### config.mk
export PLATFORM = sky130hd
export DESIGN_NAME = delay_timer_arbiter
export DESIGN_NICKNAME = d
export VERILOG_FILES = /design/src/rtl/delay_timer_arbiter.sv
export SDC_FILE = /design/constraint.sdc
export NUM_CORES = 1
export LEC_CHECK = 0
export ABC_AREA = 1
export CAP_MARGIN = 20
export CELL_PAD_IN_SITES_DETAIL_PLACEMENT = 1
export CELL_PAD_IN_SITES_GLOBAL_PLACEMENT = 2
export CORE_ASPECT_RATIO = 1.25
export CORE_UTILIZATION = 26
export DETAILED_ROUTE_END_ITERATION = 10
export MAX_ROUTING_LAYER = met4
export PLACE_DENSITY = 0.9
export SLEW_MARGIN = 0
export SYNTH_ARGS = -nofsm -noshare
export SYNTH_HDL_FRONTEND = slang
export SYNTH_SLANG_ARGS = --single-unit
### constraint.sdc
create_clock -name clk -period 2.5 [get_ports clk]
set_input_delay 0.625 -clock clk [delete_from_list [all_inputs] [get_ports clk]]
set_output_delay 0.625 -clock clk [all_outputs]
set_load 0.005 [all_outputs]
### src/rtl/delay_timer_arbiter.sv
// Round-robin arbiter sharing one external rollover counter among NUM_REQ requesters.
// Each grant programs the counter with the owner's delay and returns a one-cycle done pulse.
module delay_timer_arbiter #(
    parameter int unsigned NUM_REQ      = 4,
    parameter int unsigned NUM_CNT_BITS = 4
) (
    input  logic                              clk,
    input  logic                              n_rst,
    input  logic [NUM_REQ-1:0]                req,
    input  logic [NUM_REQ*NUM_CNT_BITS-1:0]   req_delay,
    output logic [NUM_REQ-1:0]                grant,
    output logic [NUM_REQ-1:0]                done,
    output logic                              busy,
    output logic                              timer_clear,
    output logic                              timer_enable,
    output logic [NUM_CNT_BITS-1:0]           timer_rollover_val,
    input  logic                              timer_rollover_flag
);

    localparam int unsigned IDX_W = (NUM_REQ > 1) ? $clog2(NUM_REQ) : 1;

    typedef enum logic [1:0] {
        IDLE  = 2'd0,
        LOAD  = 2'd1,
        COUNT = 2'd2,
        DONE  = 2'd3
    } state_t;

    state_t                    state;
    state_t                    next_state;
    logic [IDX_W-1:0]          last;
    logic [IDX_W-1:0]          winner;
    logic                      any_req;
    logic                      found;
    int unsigned               rr_idx;
    logic                      owner_req;
    logic [NUM_CNT_BITS-1:0]   delay_sel;
    logic [NUM_CNT_BITS-1:0]   clamped;

    // Round-robin search starting just after the last owner.
    always_comb begin
        any_req = |req;
        winner  = '0;
        found   = 1'b0;
        rr_idx  = '0;
        for (int unsigned k = 1; k <= NUM_REQ; k++) begin
            rr_idx = (32'(last) + k) % NUM_REQ;
            if (!found && req[IDX_W'(rr_idx)]) begin
                found  = 1'b1;
                winner = IDX_W'(rr_idx);
            end
        end
    end

    // Delays below 2 cannot be honoured by the counter, so they are raised to 2.
    assign delay_sel = req_delay[32'(winner) * NUM_CNT_BITS +: NUM_CNT_BITS];
    assign clamped   = (delay_sel < NUM_CNT_BITS'(2)) ? NUM_CNT_BITS'(2) : delay_sel;
    assign owner_req = |(req & grant);

    always_ff @(posedge clk or negedge n_rst) begin
        if (!n_rst) begin
            state <= IDLE;
        end else begin
            state <= next_state;
        end
    end

    // Rollover wins over a simultaneous request drop.
    always_comb begin
        next_state = state;
        case (state)
            IDLE:    if (any_req) next_state = LOAD;
            LOAD:    next_state = owner_req ? COUNT : IDLE;
            COUNT: begin
                if (timer_rollover_flag) begin
                    next_state = DONE;
                end else if (!owner_req) begin
                    next_state = IDLE;
                end
            end
            DONE:    next_state = IDLE;
            default: next_state = IDLE;
        endcase
    end

    // Counter control; an abort clears the counter instead of enabling it.
    always_comb begin
        timer_clear  = 1'b0;
        timer_enable = 1'b0;
        case (state)
            LOAD:  timer_clear = 1'b1;
            COUNT: begin
                if (!timer_rollover_flag) begin
                    if (owner_req) begin
                        timer_enable = 1'b1;
                    end else begin
                        timer_clear = 1'b1;
                    end
                end
            end
            DONE:  timer_clear = 1'b1;
            default: begin
            end
        endcase
    end

    // Registered owner, completion pulse, busy flag and latched delay.
    always_ff @(posedge clk or negedge n_rst) begin
        if (!n_rst) begin
            grant              <= '0;
            done               <= '0;
            busy               <= 1'b0;
            timer_rollover_val <= '0;
            last               <= IDX_W'(NUM_REQ - 1);
        end else begin
            busy <= (next_state != IDLE);
            done <= '0;
            case (state)
                IDLE: begin
                    if (any_req) begin
                        grant              <= NUM_REQ'(1) << winner;
                        last               <= winner;
                        timer_rollover_val <= clamped;
                    end
                end
                LOAD: begin
                    if (next_state == IDLE) grant <= '0;
                end
                COUNT: begin
                    if (next_state == DONE) begin
                        done <= grant;
                    end else if (next_state == IDLE) begin
                        grant <= '0;
                    end
                end
                DONE: grant <= '0;
                default: begin
                    grant              <= '0;
                    timer_rollover_val <= '0;
                    last               <= IDX_W'(NUM_REQ - 1);
                end
            endcase
        end
    end

endmodule

Yosys cells after proc, flatten, opt, wreduce, memory -nomap -nowiden

Cells that the tools add are included.

$add $sub $neg: 4
Multipliers: 0
Div/mod/pow operators: 0
Magnitude comparators: 5
Equality and inequality tests: 6
Shifts and indexed selects: 2
Mux-type cells: 33
Bitwise gates (word level): 1
Reduce and logical (&&, ||, !) cells: 14

Operators with widths:

| operator                                            | count |
|---|---|
| two-way mux 4 bit                                   | 6 |
| two-way mux 2 bit                                   | 8 |
| case mux 4 bit (4 select lines)                     | 1 |
| variable part select 16 x 5 -> 4 bit                | 1 |
| < comparator 2 x 3 -> 1 bit (second input constant) | 4 |
| two-way mux 1 bit                                   | 12 |
| binary-select mux 1 bit (select 2 bit)              | 4 |
| case mux 2 bit (4 select lines)                     | 1 |
| OR reduction 4 bit                                  | 2 |
| == test 2 bit (second input constant)               | 3 |
| adder 2 x 1 -> 2 bit (second input constant)        | 2 |
| adder 2 bit (second input constant)                 | 2 |
| AND 4 bit                                           | 1 |
| logical NOT 2 bit                                   | 2 |
| < comparator 4 x 2 -> 1 bit (second input constant) | 1 |
| inequality test 2 bit (second input constant)       | 2 |
| AND reduction 2 bit                                 | 2 |
| << shifter 1 x 2 -> 4 bit (first input constant)    | 1 |
| logical AND 1 bit                                   | 3 |
| logical NOT 1 bit                                   | 3 |
| == test 2 x 1 -> 1 bit (second input constant)      | 1 |
| case mux 1 bit (2 select lines)                     | 1 |
| nonzero test 2 bit                                  | 1 |
| OR reduction 2 bit                                  | 1 |

Register bits: 17
Latch bits: 0
Memory bits (writable): 0
ROM bits: 0
Output and inout port bits: 15
Word-level logic and storage cells: 71
Memories: 0

Logic depth before layout (Yosys ltp)

Gate-level depths: netlist of run 1.

Depth after elaboration: 16
Mapped depth: 17

Least setup slack after synthesis of run 1

No wires, ideal clock.

Path type: input -> register
Start point: input req[3]
End point: register timer_rollover_val[1]
Library setup time: 117 ps
Arrival: 1,857 ps
Slack: 526 ps
Stages: 15
Buffers on the path: 1
Cells stage by stage: inv_1 > nand2_2 > nand3_1 > nand2_2 > nor2_8 > nand4_4 > nand2_4 > buf_12 > nand2_2 > o21ai_2 > nand2_1 > nand2_1 > nand2_1 > nor2_1 > nor2_1

Word-level cells in the longest chain between the ends: 15
Elaborated cells on any way between the ends: 26
Classes of those cells: order compare (1); shift (1); mux (16); reduce/logical (8)

RTL lines:

| element                                 | RTL line | text |
|---|---|---|
| from (decl)                             | 9        | `input logic [NUM_REQ-1:0] req,` |
| binary-select mux 1 bit (select 2 bit)  | 48       | `if (!found && req[IDX_W'(rr_idx)]) begin` |
| two-way mux 1 bit (implied by the code) | 48       |  |
| two-way mux 1 bit                       | 48       |  |
| logical NOT 1 bit                       | 48       |  |
| logical AND 1 bit                       | 48       |  |
| two-way mux 1 bit                       | 48       |  |
| logical NOT 1 bit                       | 48       |  |
| logical AND 1 bit                       | 48       |  |
| two-way mux 1 bit                       | 48       |  |
| logical NOT 1 bit                       | 48       |  |
| logical AND 1 bit                       | 48       |  |
| two-way mux 2 bit                       | 48       |  |
| variable part select 16 x 5 -> 4 bit    | 56       | `assign delay_sel = req_delay[32'(winner) * NUM_CNT_BITS +: NUM_CNT_BITS];` |
| < comparator 4 x 2 -> 1 bit             | 57       | `assign clamped = (delay_sel < NUM_CNT_BITS'(2)) ? NUM_CNT_BITS'(2) : delay_sel;` |
| two-way mux 4 bit                       | 57       |  |
| to (signal assigned)                    | 123      | `timer_rollover_val <= clamped;` |
| to (decl)                               | 16       | `output logic [NUM_CNT_BITS-1:0] timer_rollover_val,` |

Parallel ways exist; a longest one is shown, timed or not. The select of a mux whose other input is x is not followed.
A chain may end at the register's enable or synchronous reset.

Worst setup path in the final report of run 1

Start point: input req[1]
End point: output timer_clear

Word-level cells in the longest chain between the ends: 5

RTL lines:

| element                         | RTL line | text |
|---|---|---|
| AND 4 bit                       | 58       | `assign owner_req = \|(req & grant);` |
| OR reduction 4 bit              | 58       |  |
| two-way mux 1 bit               | 94       | `if (owner_req) begin` |
| two-way mux 1 bit               | 93       | `if (!timer_rollover_flag) begin` |
| case mux 1 bit (2 select lines) | 90       | `case (state)` |
| to (decl)                       | 14       | `output logic timer_clear,` |

No other way between the ends.

==> summary.txt, run 1 <==
Routing
  – Routed len/inst: about 13 um
  – DRT Pass-1 Iters: 4
  – Final ANT Viol Nets: 0
  – Initial DRC count: 36
  – Routed WL: 4.01 mm
  – Via count: 1455
  – DRC: 0
  – Post-DR vias/cell: ~4.6

Floorplan
  – Total die area: about 5500 um2
  – Die H: slightly above 80 um
  – I/O Pins: 38
  – Core ar.: between 4000 and 5000 um2
  – Initial core utilization: between 20% and 30%
  – Die width: roughly 66 um
  – Num rows: 28

STA
  – Part of the cycle the worst path needs: about 98%
  – Worst Skew: roughly 0.0012 ns
  – Final Max Tran Viols: 0
  – RSZ-0062 raised after global routing: yes
  – Worst-Margin Slew: roughly 0.32 ns
  – Max_slew headroom: 78.3%
  – Final hold vios: 0
  – FMAX: 409 MHz
  – Setup-failing EPs final: 0
  – Post-layout min period: 2.44 ns
  – Hold Worst Slack: slightly above 0.5 ns

Setup path
  – Arr. time, crit path: around 1.8 ns
  – Critical path class: in2out
  – Worst reg2reg startpoint: last[0]$_DFFE_PN1P_
  – Critical Path Source Type: input pin
  – Crit path max fanout: 3
  – Worst Path Required: 1.88 ns
  – R2R cell count: 17
  – Element type at the critical path end: output pin
  – Critical path launch point: req[1]

Yosys
  – Distinct cells, synth: 29
  – Synth Flop Type: dfrtp_1
  – Sequential-to-total area share from yosys stat: between 30% and 40%
  – Synthesized area: 1350 um2
  – YS warnings: 0
  – Syn Inst Count: about 190
  – Yosys reg bits: 17
  – Number of enable flip-flop cells after synthesis: 0
  – Post-Syn Area per Cell: 7.16 um2
  – Post-synth ARST share: 100%
  – Synthesized net count: roughly 220

GRT
  – Gr ovfl total: 0
  – Largest net degree at the start of global routing: 18
  – Initial antenna violation count: 0
  – Vias in the first global route: approximately 1.5k
  – Tot GR Track Use: about 16%
  – First-pass GRT wire length: 6.55 mm

Clock network
  – CTS tree: yes
  – Reg clk slew, reported paths: 0.07 ns
  – Clock Tree Root: clkbuf_8
  – Clk sink count: 17
  – Worst-Skew Late Latency: about 0.25 ns
  – Longest Clk Path Bufs: 2
  – CTS H-Tree Depth: 1
  – CTS buffer count: 3

Pwr
  – Leakage: about 1.1 nW
  – Peak supply drop: approximately 650 uV
  – Power Density: around 1400 nW/um2
  – Pwr Total: 3.09 mW

Finish
  – Fraction of layout cells with a size suffix above 1: 29.5%
  – Cell Count, Final, Fillers Out: 318
  – Register area: about 430 um2
  – ANT cells: 0
  – Final #Nets: roughly 290
  – Syn-to-layout area delta: 58.9%
  – Final instance area: 2140 um2
  – Footprint of the multi-input gates: 881 um2
  – Fill count: ~600

Place
  – Inst Count DP: 308
  – Cell area after placement: just under 2000 um2
  – Global placement routability congestion: between 0.7 and 0.8
  – Post-detail-place hpwl: roughly 3.2 mm
  – PortBufs: 37

Run status
  – Status: complete, no violations

Hold path
  – Hold depth: 2
  – Worst min path class: reg2reg
  – Hold Path Origin: timer_rollover_val[0]$_DFFE_PN0P_

Job
  – Max cap viols: 0
what timing repair did:
action                                  in CTS  in global routing
resized for setup                           10                 16
pin swaps                                    1                 10
setup buffers                                1                  4
endpoints found under the setup margin       2                  9
hold buffers                                 0                  0
cloned                                       0                  1
hold endpoints to repair                     0                  0
metal layers:
layer / global-route usage (%) / routed length (um) / up-vias / part of all wire (%)
li1: - / - / 742 / -
met1: 17.9 / 1720 / 691 / 43
met2: 30.1 / 2150 / 18 / 54
met3: 1.24 / 62 / 4 / 1.5
met4: 5.11 / 78 / 0 / 1.9
met5: - / 0 / - / 0
synthesized netlist by cell type (2+ instances only):
cell type | instances | area [um2]
o21ai_1 | 4 | 20.0
ha_1 | 5 | 62.6
dfstp_2 | 2 | 52.6
nand2_2 | 9 | 56.3
o22ai_1 | 2 | 12.5
inv_2 | 3 | 11.3
o21ai_2 | 2 | 17.5
nand2_1 | 60 | 225
a21oi_1 | 2 | 10.0
dfrtp_1 | 15 | 375
nand4_1 | 3 | 18.8
a31oi_1 | 2 | 12.5
inv_1 | 19 | 71.3
nor2_1 | 14 | 52.6
nand2_4 | 6 | 67.6
nand3_1 | 22 | 110
o21ai_0 | 6 | 30.0
final cells by class:
class / count / area share [%]
multi-input cells: 146 / 41.2
repair buffers: 68 / 28.9
flip-flops and latches: 17 / 20.0
inverters: 23 / 4.27
well taps: 60 / 3.51
clock buffers: 4 / 2.11
worst max-delay path, cell delays in order:
cell and delay [ns]:
clkdlybuf4s50_1 0.42, inv_1 0.12, o22ai_2 0.09, nor2_2 0.13
nand3_1 0.09, a21oi_1 0.13, clkdlybuf4s15_1 0.22
report_power, final:
| part | leakage, nW | internal (mW) | switching (mW) |
|---|---|---|---|
| Combinational | 0.823 | 1.10 | 1.33 |
| Clock | 0.0228 | 0.113 | 0.0906 |
| Sequential | 0.214 | 0.381 | 0.0823 |
sequential cells by signal (all words and copies together) (netlist names):
name,cells
timer_rollover_val,4
grant,4
last,2
busy,1
done,4
state,2
metrics by stage:
stage	setup TNS, ns	util, %	setup slack (ns)
2_1_floorplan	0	-	0.526
3_3_place_gp	-1.50	40.3	-0.352
3_5_place_dp	-1.82	40.3	-0.380
4_1_cts	0	41.5	0.0182
5_1_grt	-0.120	43.9	-0.0600
6_report	0	43.9	0.0578
cells by family after synthesis:
logic type               synth area share, %
AND/OR/NAND/NOR                         43.9
buffers and inverters                   9.39
AO/OA/AOI/OAI                           10.3
flip-flops                              31.8
adder cells (fa/ha/maj)                 4.65
final timing paths:
kind,endpoint,slack (ns)
max reg2reg,timer_rollover_val[0]$_DFFE_PN0P_,0.30
min reg2reg,timer_rollover_val[0]$_DFFE_PN0P_,0.51
max in group asynchronous,last[1]$_DFFE_PN1P_,1.53
min,timer_rollover_val[0]$_DFFE_PN0P_,0.51
min in group asynchronous,done[1]$_DFF_PN0_,0.71
max,timer_clear,0.06
cells in the final DEF (no fill, tap or decap), types with 3 or more instances in the layout:
| cell type | count |
|---|---|
| nand2_4 | 8 |
| nand4_1 | 3 |
| nor2_2 | 3 |
| nand2_1 | 58 |
| o21ai_0 | 6 |
| clkdlybuf4s50_1 | 33 |
| dfrtp_1 | 15 |
| buf_4 | 29 |
| clkbuf_8 | 3 |
| nor2_1 | 12 |
| ha_1 | 5 |
| nand3_1 | 19 |
| inv_1 | 17 |
| inv_2 | 5 |
| nand2_2 | 8 |
| o21ai_1 | 4 |
(Power assumes the default switching activity.)
==> run 2: changes to the inputs <==
RECOVER_POWER = 25   (was unset)
==> run 2 against run 1 <==
Cell count unchanged. Routed wire length down 0.20%. Worst hold slack about the same. Setup slack about the same. Sequential share of layout area hardly changed. Via count increased by 0.34%. Non-clock buffer count stayed put. Combinational power barely moved. Die area is the same. Sequential power hardly changed.
==> summary.txt, run 2 (synthesized netlist as in run 1, its figures left out) <==
Run status
  – Status: complete, no violations

Floorplan
  – Die H: 82.5 um (unchanged)
  – Initial core utilization: 27.6% (unchanged)
  – Num rows: 28 (unchanged)
  – Die width: 66.4 um (unchanged)
  – Core ar.: 4870 um2 (unchanged)
  – I/O Pins: 38 (unchanged)
  – Total die area: 5470 um2 (unchanged)

Clock network
  – Worst-Skew Late Latency: 0.25 ns (about the same)
  – CTS Hold Buffers Added: 0 (unchanged)
  – Longest Clk Path Bufs: 2 (unchanged)
  – CTS H-Tree Depth: 1 (unchanged)
  – Clk sink count: 17 (unchanged)
  – CTS buffer count: 3 (unchanged)
  – CTS tree: yes
  – Clock Tree Root: clkbuf_8
  – Reg clk slew, reported paths: 0.07 ns (about the same)

STA
  – Setup-failing EPs final: 0 (unchanged)
  – RSZ-0062 raised after global routing: yes
  – Max_slew headroom: 37.6% (-41 points)
  – Post-layout min period: 2.44 ns (-0.000485 ns)
  – Worst Skew: 0.00179 ns (+0.000570 ns)
  – Setup TNS: 0 ns (unchanged)
  – Final hold vios: 0 (unchanged)
  – Part of the cycle the worst path needs: 97.7% (about the same)
  – FMAX: 410 MHz (about the same)
  – Worst-Margin Slew: 0.935 ns (+0.610 ns)
  – Final Max Tran Viols: 0 (unchanged)

Finish
  – Most frequent cells in the layout: nand2_1, clkdlybuf4s50_1, buf_4, nand3_1, inv_1
  – Fraction of layout cells with a size suffix above 1: 29.1% (-0.39 points)
  – Final instance area: 2140 um2 (-0.18%)
  – ANT cells: 0 (unchanged)
  – Final #Nets: 287 (unchanged)
  – Most common cell after layout, fill and taps aside: nand2_1
  – Regs by FF count: done (4), grant (4), timer_rollover_val (4)
  – Final Util: 43.9% (-0.077 points)
  – Syn-to-layout area delta: 58.6%
  – Fill count: 614 (+0.16%)

Setup path
  – Arr. time, crit path: 1.82 ns (about the same)
  – Cell at the slowest stage of the critical path: clkdlybuf4s50_1
  – Max stage delay on crit path: 0.42 ns (about the same)
  – Element type at the critical path end: output pin
  – Critical Path Source Type: input pin
  – Crit path max fanout: 3 (unchanged)
  – Worst-path cell chain: clkdlybuf4s50_1 -> inv_1 -> o22ai_2 -> nor2_2 -> nand3_1 -> a21oi_1 -> clkdlybuf4s15_1
  – Critical path class: in2out
  – Worst Path Required: 1.88 ns (about the same)

Job
  – Max cap viols: 0 (unchanged)

Place
  – Post-detail-place hpwl: 3.18 mm (unchanged)
  – Cell area after placement: 1960 um2 (unchanged)
  – Global placement routability congestion: 0.793 (unchanged)
  – PortBufs: 37 (unchanged)

Pwr
  – Power Density: 1450 nW/um2 (+0.13%)
  – Power Internal: 1.59 mW (about the same)
  – P_sw: 1.50 mW (about the same)
  – Pwr Total: 3.09 mW (about the same)
  – Peak supply drop: 651 uV (about the same)
  – Switching share of total power: 48.6% (about the same)
  – Clk pwr share: 6.6% (about the same)
  – Combinational power share: 78.4% (about the same)
  – Leakage: 1.06 nW (-0.32%)
  – Seq pwr share: 15.0% (about the same)

Routing
  – Routed len/inst: 12.6 um (-0.20%)
  – Final ANT Viol Nets: 0 (unchanged)
  – Post-DR vias/cell: 4.59 (+0.34%)
  – Via count: 1460 (+0.34%)
  – Routed WL: 4.00 mm (-0.20%)
  – DRC: 0 (unchanged)
  – DRT Pass-1 Iters: 4 (unchanged)
  – Initial DRC count: 36 (unchanged)

GRT
  – Tot GR Track Use: 16.1% (unchanged)
  – Gr ovfl total: 0 (unchanged)
  – First-pass GRT wire length: 6.55 mm (unchanged)
  – Initial antenna violation count: 0 (unchanged)
  – Largest net degree at the start of global routing: 18 (unchanged)
  – Vias in the first global route: 1493 (unchanged)

Hold path
  – Worst min path class: reg2reg
[run 2: per-layer routing]
metal	vias to the layer above	global-route usage, %	wire length (um)
met5	-	-	0
met4	0	5.11	78
met1	696	17.9	1710
met3	4	1.24	62
li1	742	-	-
met2	18	30.1	2150
[run 2: power by group through the flow]
stage	registers (mW)	clock network (mW)	logic [mW]
3_3_place_gp	0.467	0	2.06
2_1_floorplan	0.445	0	1.40
3_5_place_dp	0.470	0	2.10
4_1_cts	0.466	0.208	2.12
5_1_grt	0.478	0.222	2.69
6_report	0.463	0.203	2.42
[run 2: worst paths after layout]
path	startpoint	to	slack, ns	cells after the start
setup / recovery	req[1]	timer_clear	0.06	7
hold / removal	timer_rollover_val[0]$_DFFE_PN0P_	timer_rollover_val[0]$_DFFE_PN0P_	0.51	2
setup reg to reg	last[0]$_DFFE_PN1P_	timer_rollover_val[0]$_DFFE_PN0P_	0.30	17
hold reg to reg	timer_rollover_val[0]$_DFFE_PN0P_	timer_rollover_val[0]$_DFFE_PN0P_	0.51	2
max in group asynchronous	n_rst	grant[1]$_DFFE_PN0P_	0.89	2
min in group asynchronous	n_rst	busy$_DFF_PN0_	1.04	2
[run 2: cell type report]
type / instances / area [um2] / share of cell area (%)
clock buffer: 4 / 45.0 / 2.11
inverter: 23 / 91.3 / 4.28
multi-input combinational: 146 / 881 / 41.2
sequential: 17 / 428 / 20.0
tap: 60 / 75.1 / 3.51
timing repair buffer: 68 / 616 / 28.8
[run 2: stage by stage]
stage | hold slack (ns) | setup slack [ns] | std cells
after floorplan | 0.329 | 0.526 | 188
after global placement | 0.502 | -0.352 | 308
after detailed placement | 0.502 | -0.380 | 308
after CTS | 0.520 | 0.0182 | 313
after global routing | 0.535 | -0.0600 | 318
final | 0.513 | 0.0583 | 318
[run 2: worst max-delay path, delay by kind of cell]
kind            cells  cell delay (ns)
compound gates      2             0.22
buf+inv             3             0.76
simple gates        2             0.22
[run 2: repair_timing]
| item | CTS | global route |
|---|---|---|
| pin swaps | 1 | 10 |
| gates resized for setup | 10 | 16 |
| endpoints found under the setup margin | 2 | 9 |
| gates cloned | 0 | 1 |
| setup buffers | 1 | 4 |
==> run 3: changes to the inputs <==
SETUP_SLACK_MARGIN = 0.05   (was unset)
==> run 3 against run 2 <==
Cell count is 0.31% higher. Clock-buffer cell count did not move. Combinational power shrank 3%. Die area did not move. Sequential share of layout area rose by 0.19 points. Register-to-register slack improved by 0.04 ns. Clock skew shrank 0.00067 ns. Design area is 0.94% lower. Routed wire length is 0.77% lower. Global-route usage up 0.059 points. Critical path depth unchanged. Sequential power about the same. Critical endpoint unchanged. Largest cell class unchanged. Highest routed layer unchanged.
==> summary.txt, run 3 (synthesized netlist as in run 1, its figures left out) <==
Run status
  – Status: complete, no violations

STA
  – Post-layout min period: 2.24 ns (-0.202 ns)
  – Worst Skew: 0.00112 ns (-0.000671 ns)
  – FMAX: 446 MHz (+9.0%)
  – Final hold vios: 0 (unchanged)
  – Hold Worst Slack: 0.510 ns (-0.00290 ns)
  – Worst-Margin Slew: 0.932 ns (-0.00357 ns)
  – Part of the cycle the worst path needs: 89.6% (-8.1 points)
  – Worst setup margin: 0.260 ns (+0.202 ns)
  – Final Max Tran Viols: 0 (unchanged)
  – Setup-failing EPs final: 0 (unchanged)
  – RSZ-0062 raised after global routing: no
  – Max_slew headroom: 37.9% (+0.24 points)

Routing
  – Final ANT Viol Nets: 0 (unchanged)
  – Post-DR vias/cell: 4.52 (-1.6%)
  – Routed len/inst: 12.5 um (-1.1%)
  – DRT Pass-1 Iters: 3 (-1)
  – Routed WL: 3.97 mm (-0.77%)
  – Initial DRC count: 33 (-8.3%)
  – Via count: 1441 (-1.3%)
  – DRC: 0 (unchanged)

Floorplan
  – Total die area: 5470 um2 (unchanged)
  – Die H: 82.5 um (unchanged)
  – Num rows: 28 (unchanged)
  – Initial core utilization: 27.6% (unchanged)
  – Core ar.: 4870 um2 (unchanged)
  – I/O Pins: 38 (unchanged)
  – Die width: 66.4 um (unchanged)

Place
  – Post-detail-place hpwl: 3.18 mm (unchanged)
  – Setup slack at placement: -0.380 ns (unchanged)
  – Global placement routability congestion: 0.793 (unchanged)
  – PortBufs: 37 (unchanged)

Setup path
  – Arr. time, crit path: 1.61 ns (-0.21 ns)
  – Cell at the slowest stage of the critical path: dlygate4sd2_1
  – R2R cell count: 14 (-3)
  – Max stage delay on crit path: 0.25 ns (-0.17 ns)
  – Crit path to: timer_clear
  – Critical path launch point: req[2]
  – Worst Path Required: 1.88 ns (about the same)
  – Worst path depth: 7 (unchanged)
  – Critical path class: in2out
  – Worst-path cell chain: dlygate4sd2_1 -> inv_2 -> o22ai_2 -> nor2_2 -> nand3_1 -> a21oi_1 -> clkdlybuf4s15_2
  – Worst reg2reg startpoint: last[1]$_DFFE_PN1P_
  – Crit path max fanout: 3 (unchanged)
  – WP buf/inv: 3 (unchanged)
  – Element type at the critical path end: output pin
  – Reg2reg end: timer_rollover_val[1]$_DFFE_PN0P_
  – Reg2reg setup slack: 0.34 ns (+0.04 ns)
  – Crit path max-delay family: buffers and inverters
  – Critical Path Source Type: input pin

Clock network
  – Clock Tree Root: clkbuf_8
  – CTS tree: yes
  – Reg clk slew, reported paths: 0.06 ns (about the same)
  – Worst-Skew Late Latency: 0.25 ns (about the same)
  – CTS H-Tree Depth: 1 (unchanged)
  – Longest Clk Path Bufs: 2 (unchanged)
  – Clk sink count: 17 (unchanged)
  – CTS buffer count: 3 (unchanged)

Finish
  – Syn-to-layout area delta: 57.2%
  – Most frequent cells in the layout: nand2_1, clkdlybuf4s50_1, buf_4, nand3_1
  – Regs by FF count: done (4), grant (4), timer_rollover_val (4)
  – Fraction of layout cells with a size suffix above 1: 29.7% (+0.66 points)
  – Most common cell after layout, fill and taps aside: nand2_1
  – ANT cells: 0 (unchanged)
  – Final Util: 43.4% (-0.41 points)
  – Final #Nets: 288 (+0.35%)

GRT
  – Vias in the first global route: 1499 (+0.40%)
  – Gr ovfl total: 0 (unchanged)
  – Initial antenna violation count: 0 (unchanged)
  – First-pass GRT wire length: 6.58 mm (+0.41%)
  – Tot GR Track Use: 16.1% (+0.059 points)
  – Largest net degree at the start of global routing: 18 (unchanged)

Pwr
  – Leakage: 1.05 nW (-0.13%)
  – Pwr Total: 3.01 mW (-2.5%)
  – Peak supply drop: 638 uV (-2.0%)
  – Power Density: 1420 nW/um2 (-1.6%)

Hold path
  – Worst min path class: reg2reg

Job
  – Max cap viols: 0 (unchanged)
==> run 3: changes by cell type in the layout (fill, tap and decap cells not counted), moves of 2 or more <==
| cell | previous run | this run |
|---|---|---|
| inv_2 | 5 | 7 |
| inv_1 | 17 | 15 |
| dlygate4sd2_1 | 0 | 2 |
| clkdlybuf4s50_1 | 32 | 30 |
| nand2_2 | 8 | 10 |
| nand3_1 | 19 | 21 |
==> run 3: routing by layer <==
| layer | vias to the layer above | track usage, % | wire [um] |
|---|---|---|---|
| li1 | 741 | - | - |
| met1 | 682 | 18.0 | 1740 |
| met3 | 2 | 1.24 | 56 |
| met4 | 0 | 5.11 | 40 |
| met2 | 16 | 30.2 | 2130 |
| met5 | - | - | 0 |
==> run 3: timing repair <==
action | 4_1_cts | 5_1_grt
hold buffers | 0 | 0
endpoints found under the setup margin | 3 | 9
pin swaps | 3 | 7
resized for setup | 15 | 10
gates cloned | 0 | 1
setup buffers | 1 | 5
endpoints found under the hold margin | 0 | 0
==> run 3: worst min path at each step <==
| stage | startpoint | end | slack [ns] | depth (start not counted) |
|---|---|---|---|---|
| after floorplan | n_rst | busy$_DFF_PN0_ | 0.33 | 0 |
| after global placement | timer_rollover_val[0]$_DFFE_PN0P_ | timer_rollover_val[0]$_DFFE_PN0P_ | 0.50 | 2 |
| after detailed placement | timer_rollover_val[0]$_DFFE_PN0P_ | timer_rollover_val[0]$_DFFE_PN0P_ | 0.50 | 2 |
| after CTS | timer_rollover_val[0]$_DFFE_PN0P_ | timer_rollover_val[0]$_DFFE_PN0P_ | 0.52 | 2 |
| after global routing | timer_rollover_val[0]$_DFFE_PN0P_ | timer_rollover_val[0]$_DFFE_PN0P_ | 0.53 | 2 |
| final | timer_rollover_val[0]$_DFFE_PN0P_ | timer_rollover_val[0]$_DFFE_PN0P_ | 0.51 | 2 |
==> run 3: stage by stage <==
| stage | instance area, um2 | setup TNS (ns) | cells |
|---|---|---|---|
| 2_1_floorplan | 1350 | 0 | 188 |
| 3_3_place_gp | 1960 | -1.50 | 308 |
| 3_5_place_dp | 1960 | -1.82 | 308 |
| 4_1_cts | 2030 | 0 | 313 |
| 5_1_grt | 2120 | 0 | 319 |
| 6_report | 2120 | 0 | 319 |
==> run 3: worst reg2reg max path, stage by stage (launching register included) <==
cell	delay (ns)
dfstp_2	0.62
inv_2	0.11
nand2_2	0.09
nand2_4	0.08
o21ai_4	0.25
nand4_4	0.23
buf_12	0.20
nand2_4	0.08
nand2_2	0.05
o21ai_2	0.04
nand2_1	0.06
nand2_1	0.08
nand2_1	0.05
nor2_1	0.08
nor2_1	0.04
==> run 3: area by class of cell <==
cell class | count | area [um2]
fill | 621 | 2750
multi-input combinational | 146 | 846
inverter | 23 | 91.3
clock buffer | 4 | 45.0
tap | 60 | 75.1
timing repair buffer | 69 | 631
sequential | 17 | 428
==> run 3: where the power goes <==
group	internal, mW	switching, mW
registers	0.381	0.0825
clock network	0.113	0.0895
logic	1.06	1.28
==> RTL change, RTL diff (config.mk and constraints of run 1) <==
Change the parameter `NUM_REQ` from 4 to 2.
--- a/src/rtl/delay_timer_arbiter.sv
+++ b/src/rtl/delay_timer_arbiter.sv
@@ -2,5 +2,5 @@
 // Each grant programs the counter with the owner's delay and returns a one-cycle done pulse.
 module delay_timer_arbiter #(
-    parameter int unsigned NUM_REQ      = 4,
+    parameter int unsigned NUM_REQ      = 2,
     parameter int unsigned NUM_CNT_BITS = 4
 ) (
Interface: changed (resized done, grant, req and req_delay); port bits go from 38 to 24. No check against the original RTL was run, so the function may have changed too.
==> RTL change against run 1 <==
- worst setup slack improved by 0.13 ns
- total power fell by 67%
- highest routed layer unchanged
- clock power fell by 23%
- sequential power fell by 29%
- final area fell by 50%
- area after synthesis fell by 45%
- sequential cell count fell by 5
- via count fell by 52%
- critical endpoint unchanged
- wire length fell by 56%
==> RTL change: results (changes against run 1) <==
| Metric | Value |
|---|---|
| Status | `complete, no violations (unchanged)` |
| Share of cells above drive strength 1 | `18.4% (was 29.5%)` |
| Final HPWL DP | `1470 um (was 3180 um)` |
| Routed vias/inst | `4.42 (was 4.58)` |
| # Post-CTS Setup Buffers | `0 (was 1)` |
| Leakage power | `0.530 nW (was 1.06 nW)` |
| Metal3 WL | `76 um (was 62 um)` |
| Largest net degree at the start of global routing | `13 (was 18)` |
| Most common library cells after synthesis | `nand2_1, inv_1, dfrtp_1, nor2_1 (was nand2_1, nand3_1, inv_1, dfrtp_1, nor2_1)` |
| Mean Syn Cell Area | `7.80 sq um (was 7.16 sq um)` |
| VDD IR max | `0.444 mV (was 0.650 mV)` |
| # placed instances | `155 (was 308)` |
| Buffering overhead | `23.4% (was 28.9%)` |
| Total number of vias | `702 (was 1455)` |
| Grt met1 use | `14.3% (was 17.9%)` |
| Multi-input comb cells | `67 (was 146)` |
| Worst hold slack | `0.499 ns (was 0.513 ns)` |
| WL per Instance | `11.1 um (was 12.6 um)` |
| Layout fillers | `350 (was 613)` |
| Vias in the first global route | `747 (was 1493)` |
| Yosys reg bits | `12 (was 17)` |
| GPL Wtd Cong | `0.855 (was 0.793)` |
| Crit path DAT | `1.69 ns (was 1.82 ns)` |
| DRT iter0 DRCs | `7 (was 36)` |
| I/O Buffers | `23 (was 37)` |
| Compound-cell area share of the yosys netlist | `8.61% (was 10.3%)` |
| Register area share after synthesis | `40.7% (was 31.8%)` |
| Synthesized cell area | `741 sq um (was 0.00135 sq mm)` |
| Rel. slew slack | `62.5% (was 78.3%)` |
| Drt first pass iters | `3 (was 4)` |
| Clk cell area share | `3.39% (was 2.11%)` |
| Largest cells by area after synthesis | `dfrtp_1, nand2_1, ha_1 (was dfrtp_1, nand2_1, nand3_1)` |
| Final period util | `92.6% (was 97.7%)` |
| Syn Nets | `113 (was 216)` |
| Sequential cell area share | `28.2% (was 20.0%)` |
| GR Util All Layers | `14.1% (was 16.1%)` |
| Post_cts resized | `2 (was 10)` |
| Non-Clock Buffer Count | `26 (was 68)` |
| Fin nets | `144 (was 287)` |
| GR Util met2 | `27.6% (was 30.1%)` |
| Post-Place Setup Slack | `-0.0993 ns (was -0.380 ns)` |
## RTL change: cell types whose count changed in the layout (fill, tap and decap cells not counted), moves of 3 or more
| cell | delta |
|---|---|
| nand2_1 | -33 |
| clkbuf_4 | +3 |
| dfrtp_1 | -4 |
| nand2_4 | -7 |
| nand2_2 | -4 |
| inv_1 | -3 |
| clkdlybuf4s50_1 | -12 |
| o21ai_1 | -3 |
| nand3_1 | -17 |
| buf_4 | -26 |
| inv_2 | -3 |
## RTL change: power breakdown
part           leakage [nW]  switching [mW]  total [mW]  internal, mW
clock network        0.0210          0.0684       0.157        0.0885
logic                 0.360           0.277       0.540         0.263
registers             0.149          0.0532       0.329         0.276
## RTL change: path summary, 6_finish.rpt
check / end / depth (start not counted)
min in group asynchronous: timer_rollover_val[1] / 1
min: timer_rollover_val[0] / 2
max in group asynchronous: last / 1
max: timer_clear / 7
min reg2reg: timer_rollover_val[0] / 2
max reg2reg: grant[1] / 9
